<file path="src/rtl/cam_controller_if.sv">
// Request, result and CAM-array signals of cam_controller, bundled for port hookup.
// slave = the controller itself; master = the request source / array side that drives it.
interface cam_controller_if #(
  parameter int CAM_WIDTH  = 8,
  parameter int CAM_DEPTH  = 8,
  parameter int ADDR_WIDTH = 3
);
  logic                  wr_valid;
  logic                  wr_ready;
  logic                  wr_inv;
  logic [ADDR_WIDTH-1:0] wr_addr;
  logic [CAM_WIDTH-1:0]  wr_word;
  logic                  srch_valid;
  logic                  srch_ready;
  logic [CAM_WIDTH-1:0]  srch_word;
  logic [CAM_WIDTH-1:0]  srch_mask;
  logic                  res_valid;
  logic                  res_ready;
  logic                  res_hit;
  logic [ADDR_WIDTH-1:0] res_addr;
  logic                  res_last;
  logic [CAM_DEPTH-1:0]  we_decoded_row_address;
  logic [CAM_WIDTH-1:0]  search_word;
  logic [CAM_WIDTH-1:0]  dont_care_mask;
  logic [CAM_DEPTH-1:0]  decoded_match_address;

  modport slave (
    input  wr_valid, wr_inv, wr_addr, wr_word, srch_valid, srch_word, srch_mask,
           res_ready, decoded_match_address,
    output wr_ready, srch_ready, res_valid, res_hit, res_addr, res_last,
           we_decoded_row_address, search_word, dont_care_mask
  );

  modport master (
    output wr_valid, wr_inv, wr_addr, wr_word, srch_valid, srch_word, srch_mask,
           res_ready, decoded_match_address,
    input  wr_ready, srch_ready, res_valid, res_hit, res_addr, res_last,
           we_decoded_row_address, search_word, dont_care_mask
  );
endinterface

</file>
<file path="src/rtl/cam_controller.sv">
// CAM sequencer: 1-cycle array write, 1-cycle search sample, then matches streamed lowest row first.
// Write busy 2 cycles; first result 2 cycles after search accept; results hold while res_ready is low.
module cam_controller #(
  parameter int CAM_WIDTH  = 8,
  parameter int CAM_DEPTH  = 8,
  parameter int ADDR_WIDTH = 3
) (
  input logic             clk,
  input logic             rst,
  cam_controller_if.slave bus
);

  typedef enum logic [1:0] {IDLE, WRITE, SEARCH, REPORT} state_e;

  state_e                state_q, state_d;
  logic [ADDR_WIDTH-1:0] addr_q, addr_d;
  logic [CAM_WIDTH-1:0]  word_q, word_d;
  logic [CAM_WIDTH-1:0]  mask_q, mask_d;
  logic                  inv_q, inv_d;
  logic [CAM_DEPTH-1:0]  valid_q, valid_d;
  logic [CAM_DEPTH-1:0]  pend_q, pend_d;

  logic [ADDR_WIDTH-1:0] low_idx;
  logic [CAM_DEPTH-1:0]  pend_rest;
  logic                  addr_in_range;

  always_comb begin
    low_idx = '0;
    for (int i = CAM_DEPTH - 1; i >= 0; i--) begin
      if (pend_q[i]) low_idx = ADDR_WIDTH'(i);
    end
  end

  // Clearing the lowest set bit; zero afterwards means exactly one match was left.
  assign pend_rest     = pend_q & (pend_q - CAM_DEPTH'(1));
  assign addr_in_range = int'(addr_q) < CAM_DEPTH;

  always_comb begin
    state_d = state_q;
    addr_d  = addr_q;
    word_d  = word_q;
    mask_d  = mask_q;
    inv_d   = inv_q;
    valid_d = valid_q;
    pend_d  = pend_q;

    bus.wr_ready               = 1'b0;
    bus.srch_ready             = 1'b0;
    bus.res_valid              = 1'b0;
    bus.res_hit                = 1'b0;
    bus.res_addr               = '0;
    bus.res_last               = 1'b0;
    bus.we_decoded_row_address = '0;
    bus.search_word            = '0;
    bus.dont_care_mask         = '0;

    unique case (state_q)
      IDLE: begin
        bus.wr_ready   = !rst;
        bus.srch_ready = !rst && !bus.wr_valid;
        if (bus.wr_valid && bus.wr_ready) begin
          addr_d  = bus.wr_addr;
          word_d  = bus.wr_word;
          inv_d   = bus.wr_inv;
          state_d = WRITE;
        end else if (bus.srch_valid && bus.srch_ready) begin
          word_d  = bus.srch_word;
          mask_d  = bus.srch_mask;
          state_d = SEARCH;
        end
      end
      WRITE: begin
        bus.search_word = word_q;
        if (addr_in_range) begin
          if (!inv_q) bus.we_decoded_row_address = CAM_DEPTH'(1) << addr_q;
          valid_d[addr_q] = !inv_q;
        end
        state_d = IDLE;
      end
      SEARCH: begin
        bus.search_word    = word_q;
        bus.dont_care_mask = mask_q;
        pend_d             = bus.decoded_match_address & valid_q;
        state_d            = REPORT;
      end
      REPORT: begin
        bus.res_valid = 1'b1;
        if (pend_q != '0) begin
          bus.res_hit  = 1'b1;
          bus.res_addr = low_idx;
          bus.res_last = (pend_rest == '0);
          if (bus.res_ready) begin
            pend_d = pend_rest;
            if (bus.res_last) state_d = IDLE;
          end
        end else begin
          bus.res_last = 1'b1;
          if (bus.res_ready) state_d = IDLE;
        end
      end
      default: state_d = IDLE;
    endcase
  end

  always_ff @(posedge clk) begin
    if (rst) begin
      state_q <= IDLE;
      addr_q  <= '0;
      word_q  <= '0;
      mask_q  <= '0;
      inv_q   <= 1'b0;
      valid_q <= '0;
      pend_q  <= '0;
    end else begin
      state_q <= state_d;
      addr_q  <= addr_d;
      word_q  <= word_d;
      mask_q  <= mask_d;
      inv_q   <= inv_d;
      valid_q <= valid_d;
      pend_q  <= pend_d;
    end
  end

endmodule

</file>
<file path="src/flat_wrapper.sv">
// flat-port wrapper written by rule: the top's interface ports become plain ports
module cam_controller_flat 
#(
  parameter int CAM_WIDTH  = 8,
  parameter int CAM_DEPTH  = 8,
  parameter int ADDR_WIDTH = 3
)
  (clk, rst, bus_wr_valid, bus_wr_inv, bus_wr_addr, bus_wr_word, bus_srch_valid, bus_srch_word, bus_srch_mask, bus_res_ready, bus_decoded_match_address, bus_wr_ready, bus_srch_ready, bus_res_valid, bus_res_hit, bus_res_addr, bus_res_last, bus_we_decoded_row_address, bus_search_word, bus_dont_care_mask);
  cam_controller_if #(.CAM_WIDTH(CAM_WIDTH), .CAM_DEPTH(CAM_DEPTH), .ADDR_WIDTH(ADDR_WIDTH)) bus_i ();
  input logic clk;
  input logic rst;
  input wire logic [$bits(bus_i.wr_valid)-1:0] bus_wr_valid;
  input wire logic [$bits(bus_i.wr_inv)-1:0] bus_wr_inv;
  input wire logic [$bits(bus_i.wr_addr)-1:0] bus_wr_addr;
  input wire logic [$bits(bus_i.wr_word)-1:0] bus_wr_word;
  input wire logic [$bits(bus_i.srch_valid)-1:0] bus_srch_valid;
  input wire logic [$bits(bus_i.srch_word)-1:0] bus_srch_word;
  input wire logic [$bits(bus_i.srch_mask)-1:0] bus_srch_mask;
  input wire logic [$bits(bus_i.res_ready)-1:0] bus_res_ready;
  input wire logic [$bits(bus_i.decoded_match_address)-1:0] bus_decoded_match_address;
  output wire logic [$bits(bus_i.wr_ready)-1:0] bus_wr_ready;
  output wire logic [$bits(bus_i.srch_ready)-1:0] bus_srch_ready;
  output wire logic [$bits(bus_i.res_valid)-1:0] bus_res_valid;
  output wire logic [$bits(bus_i.res_hit)-1:0] bus_res_hit;
  output wire logic [$bits(bus_i.res_addr)-1:0] bus_res_addr;
  output wire logic [$bits(bus_i.res_last)-1:0] bus_res_last;
  output wire logic [$bits(bus_i.we_decoded_row_address)-1:0] bus_we_decoded_row_address;
  output wire logic [$bits(bus_i.search_word)-1:0] bus_search_word;
  output wire logic [$bits(bus_i.dont_care_mask)-1:0] bus_dont_care_mask;
  assign bus_i.wr_valid = bus_wr_valid;
  assign bus_i.wr_inv = bus_wr_inv;
  assign bus_i.wr_addr = bus_wr_addr;
  assign bus_i.wr_word = bus_wr_word;
  assign bus_i.srch_valid = bus_srch_valid;
  assign bus_i.srch_word = bus_srch_word;
  assign bus_i.srch_mask = bus_srch_mask;
  assign bus_i.res_ready = bus_res_ready;
  assign bus_i.decoded_match_address = bus_decoded_match_address;
  assign bus_wr_ready = bus_i.wr_ready;
  assign bus_srch_ready = bus_i.srch_ready;
  assign bus_res_valid = bus_i.res_valid;
  assign bus_res_hit = bus_i.res_hit;
  assign bus_res_addr = bus_i.res_addr;
  assign bus_res_last = bus_i.res_last;
  assign bus_we_decoded_row_address = bus_i.we_decoded_row_address;
  assign bus_search_word = bus_i.search_word;
  assign bus_dont_care_mask = bus_i.dont_care_mask;
  cam_controller #(.CAM_WIDTH(CAM_WIDTH), .CAM_DEPTH(CAM_DEPTH), .ADDR_WIDTH(ADDR_WIDTH)) u_core (.clk(clk), .rst(rst), .bus(bus_i));
endmodule
</file>
<file path="config.mk">
export PLATFORM = sky130hd
export DESIGN_NAME = cam_controller_flat
export DESIGN_NICKNAME = d
export VERILOG_FILES = /design/src/rtl/cam_controller_if.sv /design/src/rtl/cam_controller.sv /design/src/flat_wrapper.sv
export SDC_FILE = /design/constraint.sdc
export NUM_CORES = 1
export LEC_CHECK = 0
export ABC_AREA = 0
export BUFFER_PORTS_ARGS = -buffer_cell sky130_fd_sc_hd__clkbuf_2
export CAP_MARGIN = 10
export CORE_UTILIZATION = 54
export DETAILED_ROUTE_END_ITERATION = 16
export PLACE_DENSITY_LB_ADDON = 0.1
export REMOVE_ABC_BUFFERS = 1
export SETUP_SLACK_MARGIN = 0.5
export SYNTH_ARGS = -nofsm -noshare
export SYNTH_HDL_FRONTEND = slang
export SYNTH_SLANG_ARGS = --single-unit
</file>
<file path="constraint.sdc">
create_clock -name clk -period 2.6 [get_ports clk]
set_input_delay 0.52 -clock clk [delete_from_list [all_inputs] [get_ports clk]]
set_output_delay 0.52 -clock clk [all_outputs]
set_load 0.05 [all_outputs]
</file>
==> results.md, run 1 <==
### STA
* 0 — number of max-slew violations in the final report
* yes — RSZ-0062 raised after global routing
* 0 — number of failing hold endpoints at the final stage
* 0.907 — part of the cycle the worst path needs
* 0 ns — post-route setup TNS
* 0.00995 ns — clock tree skew after final layout
* 0 — final setup fails
* 424 MHz — highest attainable clock frequency
* 0.422 ns — slew of the pin with the lowest slew margin
* 0.719 — worst slew margin relative to its limit
* 2.36 ns — minimum period implied by the final worst setup slack

### Critical path
* 4 — maximum fanout encountered on the critical timing path
* sky130_fd_sc_hd__or3_4 — crit path max-delay cell type
* u_core.state_q[0] — reg-to-reg critical path endpoint
* u_core.pend_q[1] — critical path startpoint
* u_core.pend_q[1] — reg-to-reg critical path startpoint
* 2.08 ns — critical path required time
* bus_res_last — endpoint of the worst setup timing path
* reg -> out — critical path class
* 1.84 ns — Worst EP arrival
* output pin — element type at the critical path end
* simple AND/OR/NAND/NOR gates — CP top delay family
* or3_4 -> or3_1 -> a211oi_2 -> clkbuf_8 — list of cells traversed by the critical path
* register — kind of launch point of the worst setup path
* 0.41 ns — delay contributed by the slowest stage of the critical path
* 1 — buffer and inverter count on the worst path
* 4 — number of gates on the worst path with buffers counted
* 6 — logic depth of the worst register-to-register path
* 0.68 ns — slack of the worst reg-to-reg path

### Synth
* 45 — distinct cell type count after synthesis
* 0.354 — area share of the largest cell type after synthesis
* sky130_fd_sc_hd__dfxtp_1 — most used flip-flop cell after synthesis
* sky130_fd_sc_hd__dfxtp_1 35%, sky130_fd_sc_hd__mux2i_1 7.4%, sky130_fd_sc_hd__nor2_1 6.5% — most area-consuming cells after synthesis
* 0.0285 — area share of fa/ha/maj cells after synthesis
* 0 — share of flip-flops with an asynchronous set or reset after synthesis
* 258 — number of standard cells after synthesis
* simple AND/OR/NAND/NOR gates — combinational family with the most area after synthesis
* 0 — xor-xnor portion of the synthesized cell area
* sky130_fd_sc_hd__dfxtp_1 — cell type with the highest aggregate area in the netlist
* 8.34 sq um — synthesized area per cell
* 0.354 — sequential share of the synthesized area
* 0.0884 — mux cell area share after synthesis
* 0 — Synth warnings
* 38 — Synth Register Bits
* 0.00215 sq mm — Syn Std Cell Area
* 0 — EDFF count, synth
* 0.183 — compound-cell area share of the yosys netlist
* 0.269 — basic-gate share of the synthesized area counting and, or, nand and nor cells

### Cells and area
* 33.0% — post-synthesis to final-layout area growth
* 0.404 — fraction of final layout cells with drive strength greater than 1
* 0.764 — post-route core utilization
* 57 x sky130_fd_sc_hd__clkbuf_2, 35 x sky130_fd_sc_hd__nor2_1, 29 x sky130_fd_sc_hd__dfxtp_1, 22 x sky130_fd_sc_hd__buf_4 — commonest cells after routing, fill and taps aside
* 0.00286 sq mm — final standard cell area without fillers
* 0 — number of diodes added for antenna fixing
* 292 — total of fill cells in the finished design
* 383 — Final Net Count
* 387 — count of placed standard cells in the final layout, fillers left out
* sky130_fd_sc_hd__clkbuf_2 — most common cell after layout, fill and taps aside

### Global routing
* 8250 um — wire length of the first global-routing pass
* 0 — GRT overflow
* 0.254 — Total GRT Usage
* 0 — number of antenna violations at the first check in global routing
* 31 — maximum number of pins on one net before global-route repair
* 1850 — number of global-route vias before repair

### Die
* 0.575 — Initial Util
* 22 — Std-Cell Rows
* 0.00374 sq mm — core area
* 65.1 um — width of the chip
* 0.00424 sq mm — Total Die Area
* 73 — I/O pin cnt
* 65.1 um — die height

### Drt
* 0 — DR DRC count
* 13.6 um — average routed wire per standard cell
* 138 — DRC violation total after the first TritonRoute iteration
* 0 — Final ANT Viol Nets
* 5.49 — vias per std cell
* 4 — count of TritonRoute iterations in the first routing pass
* 5250 um — total wirelength of the detailed-routed design
* 2123 — via count of the routed design

### Power
* 1.33 nW — leakage
* 0.351 mV — worst supply voltage drop on vdd
* 525 mW/mm^2 — PD cells
* 1.50 mW — Overall Power

### Place
* 3300 um — sum of net half-perimeters after detailed placement
* 72 — PortBufs
* 0.807 — Final GP Congestion
* 0.00248 sq mm — Post-Place Cell Area
* 364 — Inst Count DP

### Run
* 0 — max-cap violation count

### Clock tree
* 5 — number of buffers created by CTS
* sky130_fd_sc_hd__clkbuf_8 — CTS root buf
* 0.30 ns — source-to-sink clock delay at the later pin of the worst-skew pair
* 38 — clk sink count
* built — clock tree from TritonCTS
* 0.08 ns — clock transition at the register clock pins on the worst setup and hold paths after CTS
* 2 — htree depth
* 2 — clock buffer depth

### Worst hold path
* in -> reg — Hold Path Class

### Run status
* finished, final reports clean — result of the run

tightest hold or removal path: cells and delay by family:
| family | cells | cell delay (ns) |
|---|---|---|
| compound gates | 1 | 0.05 |
| buf+inv | 1 | 0.08 |
| simple gates | 1 | 0.06 |
worst min path at each step:
stage                   endpoint               from  depth (start not counted)  slack (ns)
2_1_floorplan   u_core.pend_q[3]  u_core.valid_q[3]                          2        0.43
3_3_place_gp    u_core.mask_q[6]   u_core.mask_q[6]                          2        0.46
3_5_place_dp   u_core.valid_q[2]  u_core.valid_q[2]                          2        0.47
4_1_cts         u_core.addr_q[0]     bus_wr_addr[0]                          3        0.45
5_1_grt         u_core.mask_q[2]   bus_srch_mask[2]                          3        0.45
6_report        u_core.addr_q[2]     bus_wr_addr[2]                          3        0.45
power breakdown:
group / leakage (nW) / switching [mW] / total, mW / internal [mW]
registers: 0.316 / 0.0378 / 0.654 / 0.617
clock network: 0.0482 / 0.214 / 0.428 / 0.214
logic: 0.965 / 0.248 / 0.418 / 0.171
total: 1.33 / 0.500 / 1.50 / 1.00
sequential cells by signal, summed over array words and instances, names as in the netlist:
| signal | flops |
|---|---|
| u_core.addr_q | 3 |
| u_core.pend_q | 8 |
| u_core.word_q | 8 |
| u_core.state_q | 2 |
| u_core.inv_q | 1 |
| u_core.valid_q | 8 |
| u_core.mask_q | 8 |
metrics by stage:
stage          hold WS, ns  setup WS [ns]
2_1_floorplan        0.434         -0.629
3_3_place_gp         0.464          0.404
3_5_place_dp         0.471          0.380
4_1_cts              0.450          0.263
5_1_grt              0.449          0.164
6_report             0.453          0.243
layout make-up:
| cell class | count | area, sq um | share of cell area |
|---|---|---|---|
| Clock buffer | 7 | 86.3 | 0.0302 |
| Clock inverter | 1 | 5.00 | 0.00175 |
| Inverter | 10 | 40.0 | 0.0140 |
| Multi-Input combinational cell | 191 | 1300 | 0.455 |
| Sequential cell | 38 | 790 | 0.276 |
| Tap cell | 48 | 60.1 | 0.0210 |
| Timing Repair Buffer | 92 | 578 | 0.202 |
cells in the mapped netlist, drive strengths merged, types with 3 or more instances:
library cell  number
nand2             16
inv               10
nand3             17
a21oi             15
ha                 4
a211oi            10
buf                9
a22oi              4
a211o              3
and3               3
mux2i             16
nor2b              4
and2              17
dfxtp             38
o211ai             3
or3                4
a31oi              9
clkbuf            10
nor2              37
o21ai              5
kinds of logic after synthesis:
| kind of cell | after synthesis |
|---|---|
| AOI/OAI and AO/OA | 56 |
| adders and majority gates | 5 |
| DFF | 38 |
| muxes | 18 |
| buffers and inverters | 29 |
| and+or+nand+nor | 112 |
routing by layer:
layer	vias up	GRT usage	share of wire
met5	-	0	0
met1	966	0.320	0.45
met2	81	0.422	0.48
li1	1065	-	-
met3	11	0.0417	0.053
met4	0	0.120	0.015
timing repair:
item / CTS / global route
buffers inserted: 10 / 5
resized for setup: 35 / 35
hold buffers: 0 / 0
setup endpoints to repair: 27 / 31
pin swaps: 4 / 5
(Power assumes the default switching activity.)
==> inputs of run 2 (changes only) <==
--- a/config.mk
+++ b/config.mk
@@ -10,6 +10,7 @@
 export CAP_MARGIN = 10
 export CORE_UTILIZATION = 54
 export DETAILED_ROUTE_END_ITERATION = 16
+export MAX_ROUTING_LAYER = met4
 export PLACE_DENSITY_LB_ADDON = 0.1
 export REMOVE_ABC_BUFFERS = 1
 export SETUP_SLACK_MARGIN = 0.5
==> results.md, run 2 (synthesis results as in run 1) <==
### Run status
* finished, final reports clean — result of the run

### Die
* 0.00424 sq mm — Total Die Area, unchanged
* 0.575 — Initial Util, unchanged
* 22 — Std-Cell Rows, unchanged
* 73 — I/O pin cnt, unchanged
* 0.00374 sq mm — core area, unchanged
* 65.1 um — die height, unchanged
* 65.1 um — width of the chip, unchanged

### Power
* 1.33 nW — leakage, unchanged
* 0.333 — switching power share of the total, -0.000507
* 524 mW/mm^2 — PD cells, about the same
* 499 uW — net switching power of the design, -0.24%
* 1.00 mW — Internal, about the same
* 1.50 mW — Overall Power, about the same
* 0.279 — power share of the combinational group, about the same
* 0.285 — Clk network pwr share, about the same
* 0.351 mV — worst supply voltage drop on vdd, about the same
* 0.436 — sequential share of power, about the same

### Drt
* 0 — DR DRC count, unchanged
* 5.53 — vias per std cell, +0.89%
* 5360 um — total wirelength of the detailed-routed design, +2.1%
* 250 — DRC violation total after the first TritonRoute iteration, +81%
* 2142 — via count of the routed design, +0.89%
* 4 — count of TritonRoute iterations in the first routing pass, unchanged
* 0 — Final ANT Viol Nets, unchanged
* 13.9 um — average routed wire per standard cell, +2.1%

### Clock tree
* 0.08 ns — clock transition at the register clock pins on the worst setup and hold paths after CTS, about the same
* 0.30 ns — source-to-sink clock delay at the later pin of the worst-skew pair, about the same
* 38 — clk sink count, unchanged
* 2 — clock buffer depth, unchanged
* 5 — number of buffers created by CTS, unchanged
* sky130_fd_sc_hd__clkbuf_8 — CTS root buf
* 2 — htree depth, unchanged
* built — clock tree from TritonCTS
* 0 — hold buffer count at CTS, unchanged

### Place
* 0.819 — Final GP Congestion, +1.5%
* 364 — Inst Count DP, unchanged
* 0.00248 sq mm — Post-Place Cell Area, unchanged
* 72 — PortBufs, unchanged
* 3300 um — sum of net half-perimeters after detailed placement, unchanged

### Cells and area
* 0 — number of diodes added for antenna fixing, unchanged
* 383 — Final Net Count, unchanged
* 387 — count of placed standard cells in the final layout, fillers left out, unchanged
* 0.00286 sq mm — final standard cell area without fillers, unchanged
* 57 x sky130_fd_sc_hd__clkbuf_2, 35 x sky130_fd_sc_hd__nor2_1, 29 x sky130_fd_sc_hd__dfxtp_1, 22 x sky130_fd_sc_hd__buf_4 — commonest cells after routing, fill and taps aside
* 0.404 — fraction of final layout cells with drive strength greater than 1, unchanged
* 0.764 — post-route core utilization, unchanged
* sky130_fd_sc_hd__clkbuf_2 — most common cell after layout, fill and taps aside
* 33.0% — post-synthesis to final-layout area growth, unchanged

### Critical path
* 0.37 ns — delay contributed by the slowest stage of the critical path, -0.04 ns
* 6 — maximum fanout encountered on the critical timing path, +2
* output pin — element type at the critical path end
* reg -> out — critical path class
* register — kind of launch point of the worst setup path
* nor4_4 -> nand2_1 -> maj3_2 -> a211oi_2 -> clkbuf_8 — list of cells traversed by the critical path
* u_core.state_q[0] — reg-to-reg critical path endpoint
* 2.08 ns — critical path required time, about the same
* sky130_fd_sc_hd__dfxtp_4 — crit path max-delay cell type
* u_core.pend_q[1] — reg-to-reg critical path startpoint
* 1.84 ns — Worst EP arrival, about the same
* 0.68 ns — slack of the worst reg-to-reg path, about the same
* 6 — logic depth of the worst register-to-register path, unchanged

### STA
* yes — RSZ-0062 raised after global routing
* 0.909 — part of the cycle the worst path needs, +0.00253
* 0 — number of failing hold endpoints at the final stage, unchanged
* 0 — number of max-slew violations in the final report, unchanged
* 0 — final setup fails, unchanged
* 0.00791 ns — clock tree skew after final layout, -0.00204 ns
* 423 MHz — highest attainable clock frequency, -0.28%
* 0.422 ns — slew of the pin with the lowest slew margin, +0.000554 ns
* 2.36 ns — minimum period implied by the final worst setup slack, +0.00659 ns
* 0.718 — worst slew margin relative to its limit, about the same

### Worst hold path
* 3 — number of cells on the worst hold path, unchanged
* in -> reg — Hold Path Class
* u_core.addr_q[2] — Worst Hold Path EP
* bus_wr_addr[2] — start point of the worst hold path

### Global routing
* 8230 um — wire length of the first global-routing pass, -0.17%
* 0.260 — Total GRT Usage, +0.00655
* 1856 — number of global-route vias before repair, +0.32%
* 31 — maximum number of pins on one net before global-route repair, unchanged
* 0 — number of antenna violations at the first check in global routing, unchanged
* 0 — GRT overflow, unchanged

### Run
* 0 — max-cap violation count, unchanged

-- run 2: layout make-up --
type	count	area, sq um
tap	48	60.1
clock buffer	7	86.3
timing repair buffer	92	578
fill	292	882
sequential	38	790
clock inverter	1	5.00
inverter	10	40.0
multi-input combinational	191	1300
-- run 2: repair_timing --
action / in CTS / in global routing
resized for setup: 35 / 35
setup buffers: 10 / 5
pin swaps: 4 / 5
cloned: 0 / 0
endpoints found under the setup margin: 27 / 31
-- run 2: worst max-delay path by stage --
stage | startpoint | endpoint | slack (ns)
global route | u_core.pend_q[1] | bus_res_last | 0.16
detailed placement | u_core.pend_q[0] | bus_res_last | 0.38
floorplan | u_core.state_q[0] | bus_res_addr[0] | -0.63
CTS | u_core.pend_q[1] | bus_res_last | 0.26
finish | u_core.pend_q[0] | bus_res_last | 0.24
global placement | u_core.pend_q[1] | bus_res_last | 0.40
-- run 2: worst max-delay path, delay by kind of cell (launching register included) --
kind / cells / cell delay, ns
and+or+nand+nor: 2 / 0.44
DFF: 1 / 0.37
adders and majority gates: 1 / 0.33
buffers and inverters: 1 / 0.22
AOI/OAI and AO/OA: 1 / 0.18
-- run 2: power groups by stage --
stage               logic [mW]  registers, mW  clock network [mW]
finish                   0.419          0.654               0.427
global route             0.456          0.660               0.464
CTS                      0.388          0.650               0.435
detailed placement       0.366          0.664                   0
global placement         0.362          0.662                   0
floorplan                0.257          0.655                   0
-- run 2: per-stage QoR --
step	setup TNS [ns]	setup WS [ns]	hold WS [ns]
after floorplan	-1.12	-0.629	0.434
after global placement	0	0.404	0.464
after detailed placement	0	0.380	0.471
after CTS	0	0.263	0.450
after global routing	0	0.164	0.451
final	0	0.236	0.457
-- run 2: layer usage --
metal	track usage	wire length [um]
met5	-	0
met4	0.120	33
met3	0.0417	307
met2	0.422	2600
met1	0.319	2420
